[config.mk]
export PLATFORM = sky130hd
export DESIGN_NAME = br_resolve_unit
export DESIGN_NICKNAME = d
export VERILOG_FILES = /design/src/rtl/br_resolve_unit.sv
export SDC_FILE = /design/constraint.sdc
export NUM_CORES = 1
export LEC_CHECK = 0
export BUFFER_PORTS_ARGS = -buffer_cell sky130_fd_sc_hd__buf_2
export CAP_MARGIN = 20
export CORE_ASPECT_RATIO = 1.25
export CORE_MARGIN = 1
export CORE_UTILIZATION = 55
export DETAILED_ROUTE_END_ITERATION = 8
export PLACE_DENSITY_LB_ADDON = 0.1
export SETUP_SLACK_MARGIN = 0.15
export SYNTH_ARGS = -nofsm -noshare
export SYNTH_HDL_FRONTEND = slang
export SYNTH_SLANG_ARGS = --single-unit
[constraint.sdc]
create_clock -name clk -period 3.6 [get_ports clk]
set_clock_uncertainty 0.2 [all_clocks]
set_input_delay 0.36 -clock clk [delete_from_list [all_inputs] [get_ports clk]]
set_output_delay 0.36 -clock clk [all_outputs]
set_load 0.02 [all_outputs]
[src/rtl/br_resolve_unit.sv]
// Execute-stage branch/jump resolver: registered result behind a valid/ready handshake,
// 2-bit saturating BHT for fetch-side direction prediction, saturating mispredict counter.
module br_resolve_unit #(
    parameter int XLEN      = 32,
    parameter int BHT_IDX_W = 6,
    parameter int CNT_W     = 16
) (
    input  logic             clk,
    input  logic             rst_n,
    input  logic             flush,
    input  logic [XLEN-1:0]  pred_pc,
    output logic             pred_taken,
    input  logic             req_valid,
    output logic             req_ready,
    input  logic [XLEN-1:0]  req_pc,
    input  logic [3:0]       req_op,
    input  logic [XLEN-1:0]  req_imm,
    input  logic [XLEN-1:0]  req_rs1,
    input  logic [XLEN-1:0]  req_rs2,
    input  logic             req_pred_taken,
    output logic             res_valid,
    input  logic             res_ready,
    output logic             res_taken,
    output logic [XLEN-1:0]  res_target,
    output logic [XLEN-1:0]  res_link,
    output logic             res_mispredict,
    output logic [CNT_W-1:0] mispredict_cnt
);

    localparam int BHT_N = 1 << BHT_IDX_W;

    localparam logic [3:0] OP_BEQ  = 4'b0000;
    localparam logic [3:0] OP_BNE  = 4'b0001;
    localparam logic [3:0] OP_BLT  = 4'b0100;
    localparam logic [3:0] OP_BGE  = 4'b0101;
    localparam logic [3:0] OP_BLTU = 4'b0110;
    localparam logic [3:0] OP_BGEU = 4'b0111;
    localparam logic [3:0] OP_JAL  = 4'b1000;
    localparam logic [3:0] OP_JALR = 4'b1001;

    localparam logic [XLEN-1:0]  PC_STEP  = XLEN'(32'd4);
    localparam logic [XLEN-1:0]  LSB_MASK = ~(XLEN'(32'd1));
    localparam logic [CNT_W-1:0] CNT_MAX  = {CNT_W{1'b1}};
    localparam logic [CNT_W-1:0] CNT_ONE  = CNT_W'(32'd1);

    function automatic logic is_cond_op(input logic [3:0] op);
        case (op)
            OP_BEQ, OP_BNE, OP_BLT, OP_BGE, OP_BLTU, OP_BGEU: is_cond_op = 1'b1;
            default:                                          is_cond_op = 1'b0;
        endcase
    endfunction

    function automatic logic op_taken(input logic [3:0] op,
                                      input logic [XLEN-1:0] a,
                                      input logic [XLEN-1:0] b);
        case (op)
            OP_BEQ:          op_taken = (a == b);
            OP_BNE:          op_taken = (a != b);
            OP_BLT:          op_taken = ($signed(a) <  $signed(b));
            OP_BGE:          op_taken = ($signed(a) >= $signed(b));
            OP_BLTU:         op_taken = (a <  b);
            OP_BGEU:         op_taken = (a >= b);
            OP_JAL, OP_JALR: op_taken = 1'b1;
            default:         op_taken = 1'b0;
        endcase
    endfunction

    logic [1:0]           bht_r [BHT_N];
    logic                 res_valid_r;
    logic                 res_taken_r;
    logic [XLEN-1:0]      res_target_r;
    logic [XLEN-1:0]      res_link_r;
    logic                 res_mispredict_r;
    logic [CNT_W-1:0]     cnt_r;

    logic                 ready_s;
    logic                 accept_s;
    logic                 taken_s;
    logic                 mispredict_s;
    logic [XLEN-1:0]      link_s;
    logic [XLEN-1:0]      target_s;
    logic [BHT_IDX_W-1:0] pred_idx_s;
    logic [BHT_IDX_W-1:0] req_idx_s;
    logic [1:0]           bht_cur_s;
    logic [1:0]           bht_next_s;
    logic                 bht_we_s;

    // Handshake, condition evaluation and redirect target selection.
    always_comb begin
        ready_s      = !flush && (!res_valid_r || res_ready);
        accept_s     = req_valid && ready_s;
        taken_s      = op_taken(req_op, req_rs1, req_rs2);
        mispredict_s = taken_s ^ req_pred_taken;
        link_s       = req_pc + PC_STEP;
        if (req_op == OP_JALR) begin
            target_s = (req_rs1 + req_imm) & LSB_MASK;
        end else if (taken_s) begin
            target_s = req_pc + req_imm;
        end else begin
            target_s = link_s;
        end
    end

    // BHT indexing (word-aligned PC bits) and saturating counter step.
    always_comb begin
        pred_idx_s = BHT_IDX_W'(pred_pc >> 2);
        req_idx_s  = BHT_IDX_W'(req_pc >> 2);
        bht_cur_s  = bht_r[req_idx_s];
        bht_we_s   = accept_s && is_cond_op(req_op);
        if (taken_s) begin
            bht_next_s = (bht_cur_s == 2'b11) ? 2'b11 : bht_cur_s + 2'b01;
        end else begin
            bht_next_s = (bht_cur_s == 2'b00) ? 2'b00 : bht_cur_s - 2'b01;
        end
    end

    // Prediction table; lookups see the pre-update value in an update cycle.
    always_ff @(posedge clk or negedge rst_n) begin
        if (!rst_n) begin
            for (int i = 0; i < BHT_N; i++) begin
                bht_r[i] <= 2'b01;
            end
        end else if (bht_we_s) begin
            bht_r[req_idx_s] <= bht_next_s;
        end
    end

    // Result valid: flush wins, then acceptance, then consumer drain.
    always_ff @(posedge clk or negedge rst_n) begin
        if (!rst_n) begin
            res_valid_r <= 1'b0;
        end else if (flush) begin
            res_valid_r <= 1'b0;
        end else if (accept_s) begin
            res_valid_r <= 1'b1;
        end else if (res_ready) begin
            res_valid_r <= 1'b0;
        end
    end

    // Result payload loads only on acceptance, otherwise holds.
    always_ff @(posedge clk or negedge rst_n) begin
        if (!rst_n) begin
            res_taken_r      <= 1'b0;
            res_target_r     <= {XLEN{1'b0}};
            res_link_r       <= {XLEN{1'b0}};
            res_mispredict_r <= 1'b0;
        end else if (accept_s) begin
            res_taken_r      <= taken_s;
            res_target_r     <= target_s;
            res_link_r       <= link_s;
            res_mispredict_r <= mispredict_s;
        end
    end

    // Saturating mispredict counter.
    always_ff @(posedge clk or negedge rst_n) begin
        if (!rst_n) begin
            cnt_r <= {CNT_W{1'b0}};
        end else if (accept_s && mispredict_s && (cnt_r != CNT_MAX)) begin
            cnt_r <= cnt_r + CNT_ONE;
        end
    end

    assign pred_taken     = bht_r[pred_idx_s][1];
    assign req_ready      = ready_s;
    assign res_valid      = res_valid_r;
    assign res_taken      = res_taken_r;
    assign res_target     = res_target_r;
    assign res_link       = res_link_r;
    assign res_mispredict = res_mispredict_r;
    assign mispredict_cnt = cnt_r;

endmodule
; After elaboration in Yosys (flattened, before gate mapping)
; Index checks and enable logic that the tools add are counted.
[totals]
output_inout_bits = 85
register_bits = 211
wordCells = 130
in_bits = 170
[classes]
n_addsub = 6
n_mux = 19
reduce_logical = 14
eq_ne = 11
bitwise = 3
order_cmp = 7
[op_table]
columns = op, count
row1 = 128-bit bitwise mux, 1
row2 = 32-bit adder, 2
row3 = 32-bit >= comparator, 2
row4 = 32-bit less-than comparator, 2
row5 = 32-bit two-way mux, 2
row6 = 32-bit by 3-bit adder with 32-bit output (second input constant), 1
row7 = 32-bit == test, 1
row8 = 32-bit inequality test, 1
row9 = 2-bit binary-select mux with 6-bit select, 2
row10 = 16-bit by 1-bit adder with 16-bit output (second input constant), 1
row11 = 4-bit by 3-bit == test with 1-bit output (second input constant), 4
row12 = 2-bit two-way mux, 8
row13 = 16-bit inequality test (second input constant), 1
row14 = 7-bit >= comparator (second input constant), 2
row15 = 6-bit inverter with 7-bit output, 2
row16 = 2-bit demux with 6-bit select, 1
row17 = 4-bit == test (second input constant), 2
row18 = 7-bit by 1-bit less-than comparator with 1-bit output (second input constant), 1
row19 = 1-bit case mux with 7 select lines, 1
row20 = 1-bit logical AND, 6
row21 = 6-bit OR reduction, 1
row22 = 4-bit by 1-bit == test with 1-bit output (second input constant), 1
row23 = 4-bit logical NOT, 1
row24 = 1-bit two-way mux, 4
row25 = other kinds (9), 10

; Longest topological paths before layout
[logic_depth]
word_depth = 8
depth_mapped = 14
ltp_nobuf = 13

; Least setup slack after synthesis
; Ideal clock, no wire load.
[synth_timing]
path_kind = input port to output port
start = input port pred_pc[2]
end = output port pred_taken
path_buffers = 2
path_stages = 5
path_slack_ns = 0.199
required_time_ns = 3.040
arrival_ns = 2.841
path_cell_list = clkbuf_1 > buf_1 > mux4_2 > mux4_2 > mux4_2
[synth_between]
elab_chain_len = 4
[synth_lines]
columns = element, line_no
row1 = "start, declared", 11  ; input logic [XLEN-1:0] pred_pc,
row2 = 6-bit inverter with 7-bit output (not written as such), 165  ; assign pred_taken = bht_r[pred_idx_s][1];
row3 = 2-bit binary-select mux with 6-bit select, 165
row4 = 2-bit two-way mux (not written as such) (2 in a row), 165
row5 = "end, declared", 12  ; output logic pred_taken,
; No other way between the ends. The select of a mux whose other input is x is not followed.

; Worst setup path after layout
[layout_timing]
start = input port req_rs1[14]
end = register bht_r[63] (netlist bit)
[layout_between]
elab_chain_len = 4
word_cells_on_any_way = 9
cone_classes = order compare: 4 / eq/ne: 2 / mux: 3
[layout_lines]
columns = element, line_no
row1 = "start, declared", 18  ; input logic [XLEN-1:0] req_rs1,
row2 = "32-bit >= comparator, or another cell as far along", 62  ; OP_BGEU: op_taken = (a >= b);
row3 = 1-bit case mux with 7 select lines *, 56  ; case (op)
row4 = 2-bit two-way mux *, 110  ; if (taken_s) begin
row5 = 128-bit bitwise mux *, 124  ; bht_r[req_idx_s] <= bht_next_s;
row6 = "end signal, assigned by index", 124
row7 = "end, declared", 68  ; logic [1:0] bht_r [BHT_N];
; Mark *: on every way between the ends. The rest lies on a longest branch, timed or not.
; A chain may end at the register's enable or synchronous reset.

==> impl_results.rst <==
.. list-table::
   :header-rows: 1

   * - Metric
     - Value
   * - Cells taking the most area after synthesis
     - sky130_fd_sc_hd__dfrtp_1 (25%), sky130_fd_sc_hd__dfstp_2 (11%), sky130_fd_sc_hd__mux2_2 (10%)
   * - Final setup violation count
     - 0
   * - Number of optimization iterations in the first detailed-route pass
     - 5
   * - Fraction of synthesis flops using an asynchronous set or reset pin
     - 100%
   * - Detailed-route wire length per cell
     - approximately 21 µm
   * - Fin. max-slew vios
     - 0
   * - Routed vias
     - 13500
   * - Number of nets with antenna violations after routing
     - 0
   * - Number of nets at the end of the flow
     - roughly 2100
   * - Area of the core
     - 26300 µm²
   * - Arrival time at the worst endpoint
     - 3.46 ns
   * - Fraction of the cycle the final worst path needs
     - about nine tenths
   * - Primary flip-flop cell chosen by synthesis mapping
     - sky130_fd_sc_hd__dfrtp_1
   * - Site Rows
     - 66
   * - Top routing layer used
     - met4
   * - Logic depth of the worst register-to-register path
     - 9
   * - Worst setup path category
     - input port to flip-flop
   * - Number of synthesized flops with an enable pin
     - 0
   * - RSZ-0062 raised after global routing
     - true
   * - Critical path data required time
     - 3.80 ns
   * - Power per standard cell area
     - 398 nW/µm²
   * - Yosys top cell area share
     - 24.8%
   * - Dpl hpwl
     - 35300 µm
   * - Number of levels in the clock H-tree
     - 1
   * - Via count of the first global-routing pass
     - 13400
   * - Mean Syn Cell Area
     - 9.58 µm²
   * - Post-synthesis cell count
     - 1548
   * - Placed cell count
     - 2152
   * - Number of buffers on the longest clock path
     - 3
   * - Hold slack final
     - 0.0227 ns
   * - CTS tree
     - built
   * - Leak pwr
     - 0.00844 µW
   * - Worst Max-Slew Pin Slew
     - 0.825 ns
   * - Synthesis-to-finish area growth
     - 21.3%
   * - IO Pins
     - 255
   * - Most frequent standard cell in the layout excluding fill and tap cells
     - sky130_fd_sc_hd__buf_2
   * - Detail-routed via count per cell
     - 6.11
   * - Worst ir drop on vdd
     - 0.000379 V
   * - Routed length on met2
     - 22800 µm
   * - DRC
     - 0
   * - Pin count of the biggest net entering global routing
     - around 100
   * - Sum of routed wire length over all layers
     - 46500 µm
   * - Period minus WS final
     - 3.26 ns
   * - Routed metal-1 wirelength
     - 17900 µm
   * - Endpoint type of the worst setup path
     - flip-flop
   * - Result of the run
     - finished, final reports clean
   * - Total count of hold-check failures in the final report
     - 0
   * - Count of buffers from port buffering
     - 228
   * - Non-filler instance count after layout
     - 2212
   * - Met3 WL post-DR
     - 3080 µm
   * - Most frequent cells in the layout
     - sky130_fd_sc_hd__buf_2 (227), sky130_fd_sc_hd__nor2_1 (147), sky130_fd_sc_hd__dfrtp_1 (147)
   * - Syn_nets
     - 1815
   * - Share of layout cells above drive strength 1
     - 33.0%
   * - Clk pin slew, worst setup/hold paths
     - about 0.06 ns
   * - Synth Warn #
     - 0
   * - Peak fanout along the critical path
     - 48
   * - Max Fclk
     - 306 MHz
   * - GRT Overall Usage
     - between 30% and 40%
   * - Clock Root Buffer
     - sky130_fd_sc_hd__clkbuf_16
   * - Clock latency on the worst-skew pair
     - 0.53 ns
   * - Max-slew headroom at the worst pin
     - a little under half
   * - Share of the yosys chip area belonging to registers
     - 36.2%
   * - Full die area
     - 27600 µm²
   * - Initial antenna violation count
     - 5
   * - CTS Sinks
     - 211
   * - Tightest Hold Check Type
     - input port to flip-flop
   * - Initial core utilization
     - 56.5%
   * - Library cell occupying the most area in the post-synthesis netlist
     - sky130_fd_sc_hd__dfrtp_1
   * - Accumulated negative setup slack
     - 0 ns
   * - First DRT Iteration DRCs
     - 825
   * - Post-synthesis cell area
     - approximately 15000 µm²
   * - Overall die width
     - ~150 µm
   * - Chip height
     - 186 µm
   * - Global route total overflow
     - 0
   * - Total CTS buffers
     - 25
   * - Kind of start point of the critical path
     - input port
   * - Wire length of the first global-routing pass
     - 71300 µm
   * - Count of different cell masters after synthesis
     - between 60 and 70
   * - Cell depth of the worst min-delay path
     - 3
   * - Count of state elements after synthesis
     - 211
   * - Number of maximum-capacitance violations
     - 0
   * - Global placer's final weighted congestion
     - roughly 0.95
-- critical path, cell delays in order --
cell and delay (ns):
sky130_fd_sc_hd__buf_2 0.11, sky130_fd_sc_hd__ha_1 0.30, sky130_fd_sc_hd__nand4_1 0.26, sky130_fd_sc_hd__a211oi_1 0.62, sky130_fd_sc_hd__o41ai_2 0.17, sky130_fd_sc_hd__a211oi_1 0.33
sky130_fd_sc_hd__o21ai_0 0.14, sky130_fd_sc_hd__a41o_2 0.32, sky130_fd_sc_hd__maj3_2 0.36, sky130_fd_sc_hd__buf_12 0.20, sky130_fd_sc_hd__mux2_2 0.29
-- where the power goes --
group          internal [µW]  switching [µW]
Clock                   1520            1010
Combinational            762            1150
Sequential              2580             130
Total                   4860            2300
-- stage by stage --
step / worst slack [ns] / power, µW / util (%) / area, µm²
final: 0.337 / 7150 / 68.5 / 18000
after detailed placement: -0.383 / 4620 / 64.8 / 17000
after CTS: 0.151 / 7170 / 68.3 / 17900
after global routing: 0.133 / 7480 / 68.4 / 18000
after global placement: -0.236 / 4580 / 64.8 / 17000
after floorplan: 0.199 / 3860 / - / 14800
-- cell usage after synthesis, types with 4 or more instances --
cell                        count
sky130_fd_sc_hd__o211ai_1      10
sky130_fd_sc_hd__ha_1          95
sky130_fd_sc_hd__o21bai_1       6
sky130_fd_sc_hd__a21o_1        27
sky130_fd_sc_hd__xnor2_1       49
sky130_fd_sc_hd__buf_1          7
sky130_fd_sc_hd__mux4_2        26
sky130_fd_sc_hd__nor2b_1       20
sky130_fd_sc_hd__a211oi_1      15
sky130_fd_sc_hd__o221ai_1       5
sky130_fd_sc_hd__xor2_1        45
sky130_fd_sc_hd__o21ai_0       94
sky130_fd_sc_hd__a31oi_1        9
sky130_fd_sc_hd__nand4_1       19
sky130_fd_sc_hd__buf_2         26
sky130_fd_sc_hd__o31a_1         4
sky130_fd_sc_hd__dfstp_2       64
sky130_fd_sc_hd__nor3_1        23
sky130_fd_sc_hd__nor2_1       148
sky130_fd_sc_hd__or3_1          4
sky130_fd_sc_hd__nand3_1       44
sky130_fd_sc_hd__a2111oi_0      4
sky130_fd_sc_hd__and4_1         5
sky130_fd_sc_hd__nand2b_1      13
sky130_fd_sc_hd__o21a_1         8
sky130_fd_sc_hd__a221oi_1       9
sky130_fd_sc_hd__mux2_2       138
sky130_fd_sc_hd__nand2_1      147
sky130_fd_sc_hd__o31ai_1       10
sky130_fd_sc_hd__nor4_1         7
sky130_fd_sc_hd__o2111ai_1      4
sky130_fd_sc_hd__mux2i_1       34
sky130_fd_sc_hd__a22o_1         8
sky130_fd_sc_hd__clkbuf_1      29
sky130_fd_sc_hd__inv_1         56
sky130_fd_sc_hd__dfrtp_1      147
sky130_fd_sc_hd__a22oi_1       22
sky130_fd_sc_hd__and2_1         7
sky130_fd_sc_hd__and3_1        16
sky130_fd_sc_hd__a21oi_1       99
-- cell families (layout without fill, tap and decap cells) --
kind of cell,count (synthesis),count (layout),share of synthesized area [%]
adder cells (fa/ha/maj),99,99,8.44
XOR/XNOR,94,94,5.55
AO/OA/AOI/OAI,362,362,15.6
buffers and inverters,120,439,3.31
other,0,5,0
flip-flops,211,211,36.2
multiplexers,198,198,16.7
AND/OR/NAND/NOR,464,464,14.2
-- state kept, by name (all words and copies together), names as in the netlist --
name and flops:
bht_r 128, res_link 32, res_target 32, mispredict_cnt 16
res_mispredict 1, res_taken 1, res_valid 1
-- layout make-up --
type,count,area (µm²)
Timing Repair Buffer,338,2130
Multi-Input combinational cell,1217,9020
Clock inverter,10,109
Sequential cell,211,5360
Fill cell,2167,8280
Clock buffer,35,713
Antenna cell,5,12.5
Inverter,56,210
Tap cell,340,425
-- repair_timing --
item                       in CTS  in global routing
hold endpoints to repair       63                  0
buffers inserted                0                  0
setup endpoints to repair       0                150
hold buffers                   10                  0
resized for setup               0                  9
-- path summary, 6_finish.rpt --
path	slack [ns]	end	from
max in group asynchronous	1.93	bht_r[104]	rst_n
hold / removal	0.02	res_link[28]	req_pc[28]
min in group asynchronous	0.29	bht_r[11]	rst_n
setup reg to reg	0.58	bht_r[63]	bht_r[77]
hold reg to reg	0.27	res_target[16]	res_target[16]
setup / recovery	0.34	bht_r[63]	req_rs1[14]
-- per-layer routing --
metal	GRT usage (%)	up-vias
li1	-	6260
met1	40.0	6539
met2	58.4	568
met3	4.24	145
met4	20.2	0
met5	0	-
Power figures use the tool's default switching activity.
